==> src/rtl/shift_sequencer16_if.sv <==
// Request/response bundle for shift_sequencer16.
//   Start    : request strobe, sampled only when the engine is not busy
//   Op       : 0 LSL, 1 LSR, 2 ASR, 3 ROR (sampled with Start)
//   Amount   : shift count 0..BITS-1 (sampled with Start)
//   A        : operand (sampled with Start)
//   Busy     : high while shifting
//   Done     : one-cycle pulse, Result/CarryOut final while high
//   Result   : working/result register
//   CarryOut : last bit shifted or rotated out (0 for Amount=0)
// master = requester side, slave = shift engine side.
interface shift_sequencer16_if #(
  parameter int BITS = 16,
  parameter int CNTW = 4
);
  logic            Start;
  logic [1:0]      Op;
  logic [CNTW-1:0] Amount;
  logic [BITS-1:0] A;
  logic            Busy;
  logic            Done;
  logic [BITS-1:0] Result;
  logic            CarryOut;

  modport master (
    output Start, Op, Amount, A,
    input  Busy, Done, Result, CarryOut
  );

  modport slave (
    input  Start, Op, Amount, A,
    output Busy, Done, Result, CarryOut
  );
endinterface

==> src/rtl/shift_sequencer16.sv <==
// Multi-cycle shift engine: performs LSL/LSR/ASR/ROR by applying one
// single-bit step per clock, then pulses Done for one cycle.
// Ports:
//   CLK : system clock, rising-edge active
//   RST : synchronous active-high reset (priority over Start)
//   bus : shift_sequencer16_if.slave (Start/Op/Amount/A in,
//         Busy/Done/Result/CarryOut out)
// All outputs come from registers or from decoding the state register.
module shift_sequencer16 #(
  parameter int BITS = 16,
  parameter int CNTW = 4
) (
  input  logic                  CLK,
  input  logic                  RST,
  shift_sequencer16_if.slave    bus
);

  localparam logic [1:0] ST_IDLE  = 2'd0;
  localparam logic [1:0] ST_SHIFT = 2'd1;
  localparam logic [1:0] ST_DONE  = 2'd2;

  localparam logic [1:0] OP_LSL = 2'd0;
  localparam logic [1:0] OP_LSR = 2'd1;
  localparam logic [1:0] OP_ASR = 2'd2;
  localparam logic [1:0] OP_ROR = 2'd3;

  localparam logic [CNTW-1:0] CNT_ZERO = {CNTW{1'b0}};
  localparam logic [CNTW-1:0] CNT_ONE  = {{(CNTW-1){1'b0}}, 1'b1};

  logic [1:0]      state_r;
  logic [1:0]      op_r;
  logic [CNTW-1:0] count_r;
  logic [BITS-1:0] result_r;
  logic            carry_r;

  logic [BITS-1:0] step_result_s;
  logic            step_carry_s;
  logic            can_accept_s;

  // New requests are only looked at when no shift is in flight.
  assign can_accept_s = (state_r == ST_IDLE) || (state_r == ST_DONE);

  // One single-bit step of the latched operation applied to the working register.
  always_comb begin
    step_result_s = result_r;
    step_carry_s  = 1'b0;
    case (op_r)
      OP_LSL: begin
        step_carry_s  = result_r[BITS-1];
        step_result_s = {result_r[BITS-2:0], 1'b0};
      end
      OP_LSR: begin
        step_carry_s  = result_r[0];
        step_result_s = {1'b0, result_r[BITS-1:1]};
      end
      OP_ASR: begin
        step_carry_s  = result_r[0];
        step_result_s = {result_r[BITS-1], result_r[BITS-1:1]};
      end
      OP_ROR: begin
        step_carry_s  = result_r[0];
        step_result_s = {result_r[0], result_r[BITS-1:1]};
      end
      default: begin
        step_carry_s  = 1'b0;
        step_result_s = result_r;
      end
    endcase
  end

  // Sequencer state, working register, carry, count and latched op.
  always_ff @(posedge CLK) begin
    if (RST) begin
      state_r  <= ST_IDLE;
      op_r     <= OP_LSL;
      count_r  <= CNT_ZERO;
      result_r <= {BITS{1'b0}};
      carry_r  <= 1'b0;
    end else begin
      case (state_r)
        ST_IDLE, ST_DONE: begin
          if (can_accept_s && bus.Start) begin
            result_r <= bus.A;
            carry_r  <= 1'b0;
            op_r     <= bus.Op;
            count_r  <= bus.Amount;
            // A zero amount skips SHIFT so count can never wrap.
            state_r  <= (bus.Amount == CNT_ZERO) ? ST_DONE : ST_SHIFT;
          end else begin
            state_r  <= ST_IDLE;
          end
        end
        ST_SHIFT: begin
          result_r <= step_result_s;
          carry_r  <= step_carry_s;
          count_r  <= count_r - CNT_ONE;
          if (count_r == CNT_ONE) begin
            state_r <= ST_DONE;
          end else begin
            state_r <= ST_SHIFT;
          end
        end
        default: begin
          state_r <= ST_IDLE;
        end
      endcase
    end
  end

  assign bus.Busy     = (state_r == ST_SHIFT);
  assign bus.Done     = (state_r == ST_DONE);
  assign bus.Result   = result_r;
  assign bus.CarryOut = carry_r;

endmodule

==> src/flat_wrapper.sv <==
// flat-port wrapper written by rule: the top's interface ports become plain ports
module shift_sequencer16_flat 
#(
  parameter int BITS = 16,
  parameter int CNTW = 4
)
  (CLK, RST, bus_Start, bus_Op, bus_Amount, bus_A, bus_Busy, bus_Done, bus_Result, bus_CarryOut);
  shift_sequencer16_if #(.BITS(BITS), .CNTW(CNTW)) bus_i ();
  input  logic CLK;
  input  logic RST;
  input wire logic [$bits(bus_i.Start)-1:0] bus_Start;
  input wire logic [$bits(bus_i.Op)-1:0] bus_Op;
  input wire logic [$bits(bus_i.Amount)-1:0] bus_Amount;
  input wire logic [$bits(bus_i.A)-1:0] bus_A;
  output wire logic [$bits(bus_i.Busy)-1:0] bus_Busy;
  output wire logic [$bits(bus_i.Done)-1:0] bus_Done;
  output wire logic [$bits(bus_i.Result)-1:0] bus_Result;
  output wire logic [$bits(bus_i.CarryOut)-1:0] bus_CarryOut;
  assign bus_i.Start = bus_Start;
  assign bus_i.Op = bus_Op;
  assign bus_i.Amount = bus_Amount;
  assign bus_i.A = bus_A;
  assign bus_Busy = bus_i.Busy;
  assign bus_Done = bus_i.Done;
  assign bus_Result = bus_i.Result;
  assign bus_CarryOut = bus_i.CarryOut;
  shift_sequencer16 #(.BITS(BITS), .CNTW(CNTW)) u_core (.CLK(CLK), .RST(RST), .bus(bus_i));
endmodule
==> config.mk <==
export PLATFORM = sky130hd
export DESIGN_NAME = shift_sequencer16_flat
export DESIGN_NICKNAME = d
export VERILOG_FILES = /design/src/rtl/shift_sequencer16_if.sv /design/src/rtl/shift_sequencer16.sv /design/src/flat_wrapper.sv
export SDC_FILE = /design/constraint.sdc
export NUM_CORES = 1
export LEC_CHECK = 0
export CAP_MARGIN = 20
export CORE_ASPECT_RATIO = 1.1
export CORE_MARGIN = 2
export CORE_UTILIZATION = 40
export DETAILED_ROUTE_END_ITERATION = 6
export PLACE_DENSITY = 0.71
export SYNTH_ARGS = -nofsm -noshare
export SYNTH_HDL_FRONTEND = slang
export SYNTH_SLANG_ARGS = --single-unit
==> constraint.sdc <==
create_clock -name CLK -period 1.4 [get_ports CLK]
set_input_delay 0.28 -clock CLK [delete_from_list [all_inputs] [get_ports CLK]]
set_output_delay 0.28 -clock CLK [all_outputs]
set_load 0.01 [all_outputs]
# --- Word-level counts from Yosys, hierarchy flattened ---
# Cells that the tools add are included.
op_classes:
  addsub: 1
  eq_ne: 8
  n_mux: 12
  n_reduce_logical: 11
op_table:
  columns: ["op", "n"]
  rows:
  - ["16-bit one-hot mux with 4 select lines", 1]
  - ["16-bit one-hot mux with 2 select lines", 1]
  - ["16-bit 2-to-1 mux", 1]
  - ["4-bit one-hot mux with 2 select lines", 1]
  - ["2-bit == test, second input constant", 3]
  - ["2-bit 2-to-1 mux", 3]
  - ["2-bit by 1-bit == test with 1-bit output, second input constant", 2]
  - ["4-bit by 1-bit == test with 1-bit output, second input constant", 1]
  - ["2-bit logical NOT", 2]
  - ["4-bit logical NOT", 1]
  - ["4-bit 2-to-1 mux", 1]
  - ["1-bit one-hot mux with 2 select lines", 2]
  - ["2-bit one-hot mux with 2 select lines", 1]
  - ["2-bit AND reduction", 2]
  - ["4-bit by 1-bit subtractor with 4-bit output, second input constant", 1]
  - ["3-bit AND reduction", 1]
  - ["3-bit OR reduction", 1]
  - ["2-bit by 1-bit != test with 1-bit output, second input constant", 1]
  - ["2-bit != test, second input constant", 1]
  - ["2-bit nonzero test", 1]
  - ["2-bit OR reduction", 1]
  - ["1-bit logical AND", 1]
  - ["1-bit logical OR", 1]
  - ["1-bit 2-to-1 mux", 1]
word_totals:
  reg_bits: 25
  input_bits: 25
  out_inout_bits: 19
  word_cells: 38

# --- Longest topological paths before layout ---
# Gate-level depths: netlist of run 1.
logic_depth:
  word_depth: 5
  ltp_mapped: 5

# --- Worst setup path before layout of run 1 ---
# Ideal clock, no wire load.
synth_timing:
  path_type: "register -> register"
  startpoint: "reg u_core.state_r[1]"
  endpoint: "reg u_core.result_r[15] (netlist: u_core.bus.Result[15])"
  setup_ns: 0.101
  arrival_ns: 1.105
  t_required_ns: 1.299
  setup_slack_ns: 0.194
  path_stages_with_launch: 5
  n_path_buf: 0
  period_less_slack_ns: 1.206
  cell_sequence: "dfxtp_1 nand2b_1 clkinv_1 a2111o_1 o41ai_1"
synth_rtl:
  columns: ["item", "line_no", "text"]
  rows:
  - ["start, declared", "shift_sequencer16.sv:30", "logic [1:0] state_r;"]
  - ["start signal, assigned", "shift_sequencer16.sv:88", "state_r <= (bus.Amount == CNT_ZERO) ? ST_DONE : ST_SHIFT;"]
  - ["2-bit by 1-bit == test with 1-bit output (*)", null, null]
  - ["named net bus_Busy", "flat_wrapper.sv:15", "output wire logic [$bits(bus_i.Busy)-1:0] bus_Busy;"]
  - ["2-bit != test (no line) / 2-bit nonzero test (equally long branches)", null, null]
  - ["3-bit AND reduction (no line)", null, null]
  - ["end signal, assigned", "shift_sequencer16.sv:77", "result_r <= {BITS{1'b0}};"]
  - ["end signal, assigned", "shift_sequencer16.sv:83", "result_r <= bus.A;"]
  - ["end signal, assigned", "shift_sequencer16.sv:94", "result_r <= step_result_s;"]
  - ["end, declared", "shift_sequencer16.sv:33", "logic [BITS-1:0] result_r;"]
# The timed path passes the listed nets; every way through them passes the cells marked *.
# A chain may end at the register's enable or synchronous reset.

# --- Worst setup path in the final report of run 1 ---
layout_timing:
  startpoint: "reg u_core.op_r[0]"
  endpoint: "reg u_core.result_r[15] (netlist: u_core.bus.Result[15])"
layout_between:
  elab_chain_cells: 3
layout_rtl:
  columns: ["item", "line_no", "text"]
  rows:
  - ["start, declared", "shift_sequencer16.sv:31", "logic [1:0] op_r;"]
  - ["start signal, assigned", "shift_sequencer16.sv:85", "op_r <= bus.Op;"]
  - ["2-bit == test, or another cell as far along", "shift_sequencer16.sv:47", "case (op_r)"]
  - ["16-bit one-hot mux with 4 select lines / 2-bit != test (equally long branches)", null, null]
  - ["16-bit one-hot mux with 2 select lines / 3-bit AND reduction (equally long branches)", null, null]
# Parallel ways exist; a longest one is shown, timed or not.

==> metrics.md, run 1 <==
| Metric | Value |
|---|---|
| Worst Path Required | about 1.6 ns |
| Total Wirelength | 4000 µm |
| Gr busiest metal | met2 |
| Hold Fails Final Rpt | 0 |
| Height of the chip | 64.9 µm |
| I/O Pins | 44 |
| DRC viols | 0 |
| Worst Skew | between 0.004 and 0.005 ns |
| Initial Utilization | between 40% and 50% |
| Syn_nets | between 150 and 200 |
| Maximum vdd ir drop | ~0.00046 V |
| CTS tree | done |
| Clock sinks | 25 |
| Met2 global-route usage | between 30% and 40% |
| DPL Wire Length | 2770 µm |
| Latest clock arrival within the worst-skew pair | approximately 0.33 ns |
| Worst Setup End Kind | flop |
| Routed len/inst | between 15 and 20 µm |
| Final setup vio count | 0 |
| Nets | roughly 250 |
| Seq/Total Area, Yosys | a little under two fifths |
| Max transition margin | between 70% and 80% |
| Pleak | 0.000839 µW |
| Power per cell area | 921 nW/µm² |
| Netlist Area Pre-Place | around 1400 µm² |
| CTS Root Cell | clkbuf_4 |
| # Max-Cap Violations | 0 |
| Critical path peak fanout | 10 |
| Setup CP Type | reg2reg |
| Vias/cell | between 5 and 6 |
| Reg clk slew, reported paths | ~0.15 ns |
| Post-route core utilization | ~62% |
| M3 GR Usage | around 2.4% |
| Final worst-path cycle share | around 96% |
| Post-route setup slack | ~0.059 ns |
| # port buffers | 43 |
| Routed via count | between 1500 and 2000 |
| Antenna violations before repair | 0 |
| Post-synth cell types | 29 |
| Fmax | approximately 0.75 GHz |
| Warnings, synthesis | 0 |
| Die area | between 3000 and 4000 µm² |
| GRT Overall Usage | 21.2% |
| H-tree depth | 1 |
| Hold-fix buffers, CTS | 0 |
| Cts bufs inserted | 3 |
| Hold Path Cell Cnt | 2 |
| Pin count of the biggest net entering global routing | 29 |
| GPL Wtd Cong | 0.801 |
| Startpoint types | flop |
| Worst Path Arrival | around 1.6 ns |
| Outcome | completed |
| # diodes | 0 |
| DR iter-0 viols | 104 |
| First-pass GRT wire length | 6570 µm |
| Max Slew Vio Count | 0 |
| Synth Area per Inst | approximately 8 µm² |
| Least-Margin Pin Slew | approximately 0.37 ns |
| Final ANT Viol Nets | 0 |
| Core ar. | between 3000 and 4000 µm² |
| R2R cell count | 5 |
| Layout cells sized above 1 | ~23% |
| Grt met1 use | a little over a quarter |
| Fin crit period | between 1 and 1.5 ns |
| Area grow syn2layout | 50.2% |
| Mapped Cells | approximately 170 |
| Die Width | 59.4 µm |
| Total grt overflow | 0 |
| CTS max path bufs | 2 |
| Setup Slack @ Placement | -0.255 ns |
| TritonRoute pass-1 iters | 4 |
| #FFs+latches synth | 25 |
| Min-Delay Path Class | reg2reg |
| Rows | 22 |
| Number of global-route vias before repair | about 1500 |
kinds of logic after synthesis:
| logic type | Yosys count | synth area share, % |
|---|---|---|
| AOI/OAI and AO/OA | 63 | 35.4 |
| and+or+nand+nor | 57 | 19.0 |
| DFF | 25 | 37.1 |
| buffers and inverters | 21 | 6.67 |
| adders and majority gates | 2 | 1.85 |
flip-flops by register name, summed over array words and instances, names as in the netlist:
name	cells
u_core.bus.CarryOut	1
u_core.bus.Result	16
u_core.state_r	2
u_core.op_r	2
u_core.count_r	4
worst max-delay path: stages, from the launching register on:
cell and delay [ns]:
dfxtp_1 0.36, buf_4 0.16, nor2_1 0.06, buf_4 0.15, a211oi_1 0.37, o41ai_2 0.13
worst paths after layout:
check | slack (ns) | end | start
setup / recovery | 0.06 | u_core.bus.Result[15] | u_core.op_r[0]
hold / removal | 0.48 | u_core.bus.CarryOut | u_core.bus.CarryOut
setup reg to reg | 0.06 | u_core.bus.Result[15] | u_core.op_r[0]
hold reg to reg | 0.48 | u_core.bus.CarryOut | u_core.bus.CarryOut
layout make-up:
| cell class | count | area (µm²) |
|---|---|---|
| Clock inverter | 1 | 7.51 |
| Sequential cell | 25 | 520 |
| Timing Repair Buffer | 69 | 631 |
| Clock buffer | 3 | 22.5 |
| Inverter | 5 | 18.8 |
| Tap cell | 36 | 45.0 |
| Multi-Input combinational cell | 122 | 783 |
| Fill cell | 307 | 1250 |
report_power, final:
part           total (µW)  switching (µW)  leakage, µW  internal (µW)
clock                 355             245    0.0000139            109
combinational         654             315     0.000613            338
sequential            859            59.5     0.000212            799
layout by cell type (no fill, tap or decap), types with 4 or more instances in the layout:
master	netlist	routed
a211oi_1	15	15
a21oi_1	6	6
a311oi_1	15	14
buf_4	0	21
clkdlybuf4s50_1	0	24
dfxtp_1	25	9
dfxtp_2	0	16
dlygate4sd2_1	0	17
inv_1	4	4
nand2_1	35	35
nand3_1	4	4
nor2_1	5	5
o21a_1	16	16
repair_timing:
action	CTS	global route
resized for setup	35	14
buffers inserted	7	0
endpoints found under the setup margin	23	14
gates cloned	0	0
pin swaps	0	2
routing by layer:
metal  vias up  share of wire (%)
met4         0               0.75
met1       724                 43
li1        734                  -
met2        48                 51
met5         -                  0
met3         4                5.4
cell usage after synthesis (all sizes together):
| master | instances | area, µm² |
|---|---|---|
| o22a | 1 | 8.76 |
| nor2b | 2 | 12.5 |
| dfxtp | 25 | 500 |
| a211oi | 15 | 113 |
| nor3b | 2 | 15.0 |
| o21a | 16 | 120 |
| o21ai | 1 | 5.00 |
| o211ai | 1 | 7.51 |
| ha | 2 | 25.0 |
| nand2 | 35 | 131 |
| nand2b | 3 | 18.8 |
| o41ai | 1 | 8.76 |
| and3 | 1 | 6.26 |
| nand3 | 4 | 20.0 |
| a2bb2oi | 1 | 8.76 |
| and3b | 1 | 8.76 |
| clkbuf | 6 | 22.5 |
| nor4 | 1 | 6.26 |
| nor2 | 5 | 18.8 |
| a2111o | 1 | 11.3 |
| clkinv | 1 | 3.75 |
| buf | 10 | 48.8 |
| a311oi | 15 | 131 |
| a22oi | 2 | 15.0 |
| a31oi | 3 | 18.8 |
| inv | 4 | 15.0 |
| a21oi | 6 | 30.0 |
| or3 | 3 | 18.8 |
through the flow:
stage               setup TNS (ns)  hold WS [ns]  instance area, µm²  instances  power [µW]
global placement             -2.25         0.460                1910        250        1470
CTS                        -0.0690         0.486                1990        261        1830
finish                           0         0.482                2030        261        1870
floorplan                        0         0.416                1350        168        1170
detailed placement           -3.15         0.466                1910        250        1490
global route               -0.0309         0.483                2030        261        1980
(Power assumes the default switching activity.)
==> run 2, diff against run 1 <==
Settings changed: CTS_BUF_LIST set to sky130_fd_sc_hd__clkbuf_4 sky130_fd_sc_hd__clkbuf_8.
==> results of run 2 <==
No change in the layout: final DEF, timing and power equal those of run 1.
==> run 3, diff against run 2 <==
Settings changed: CTS_CLUSTER_SIZE set to 25.
==> results of run 3 <==
No change in the layout: final DEF, timing and power equal those of run 1.
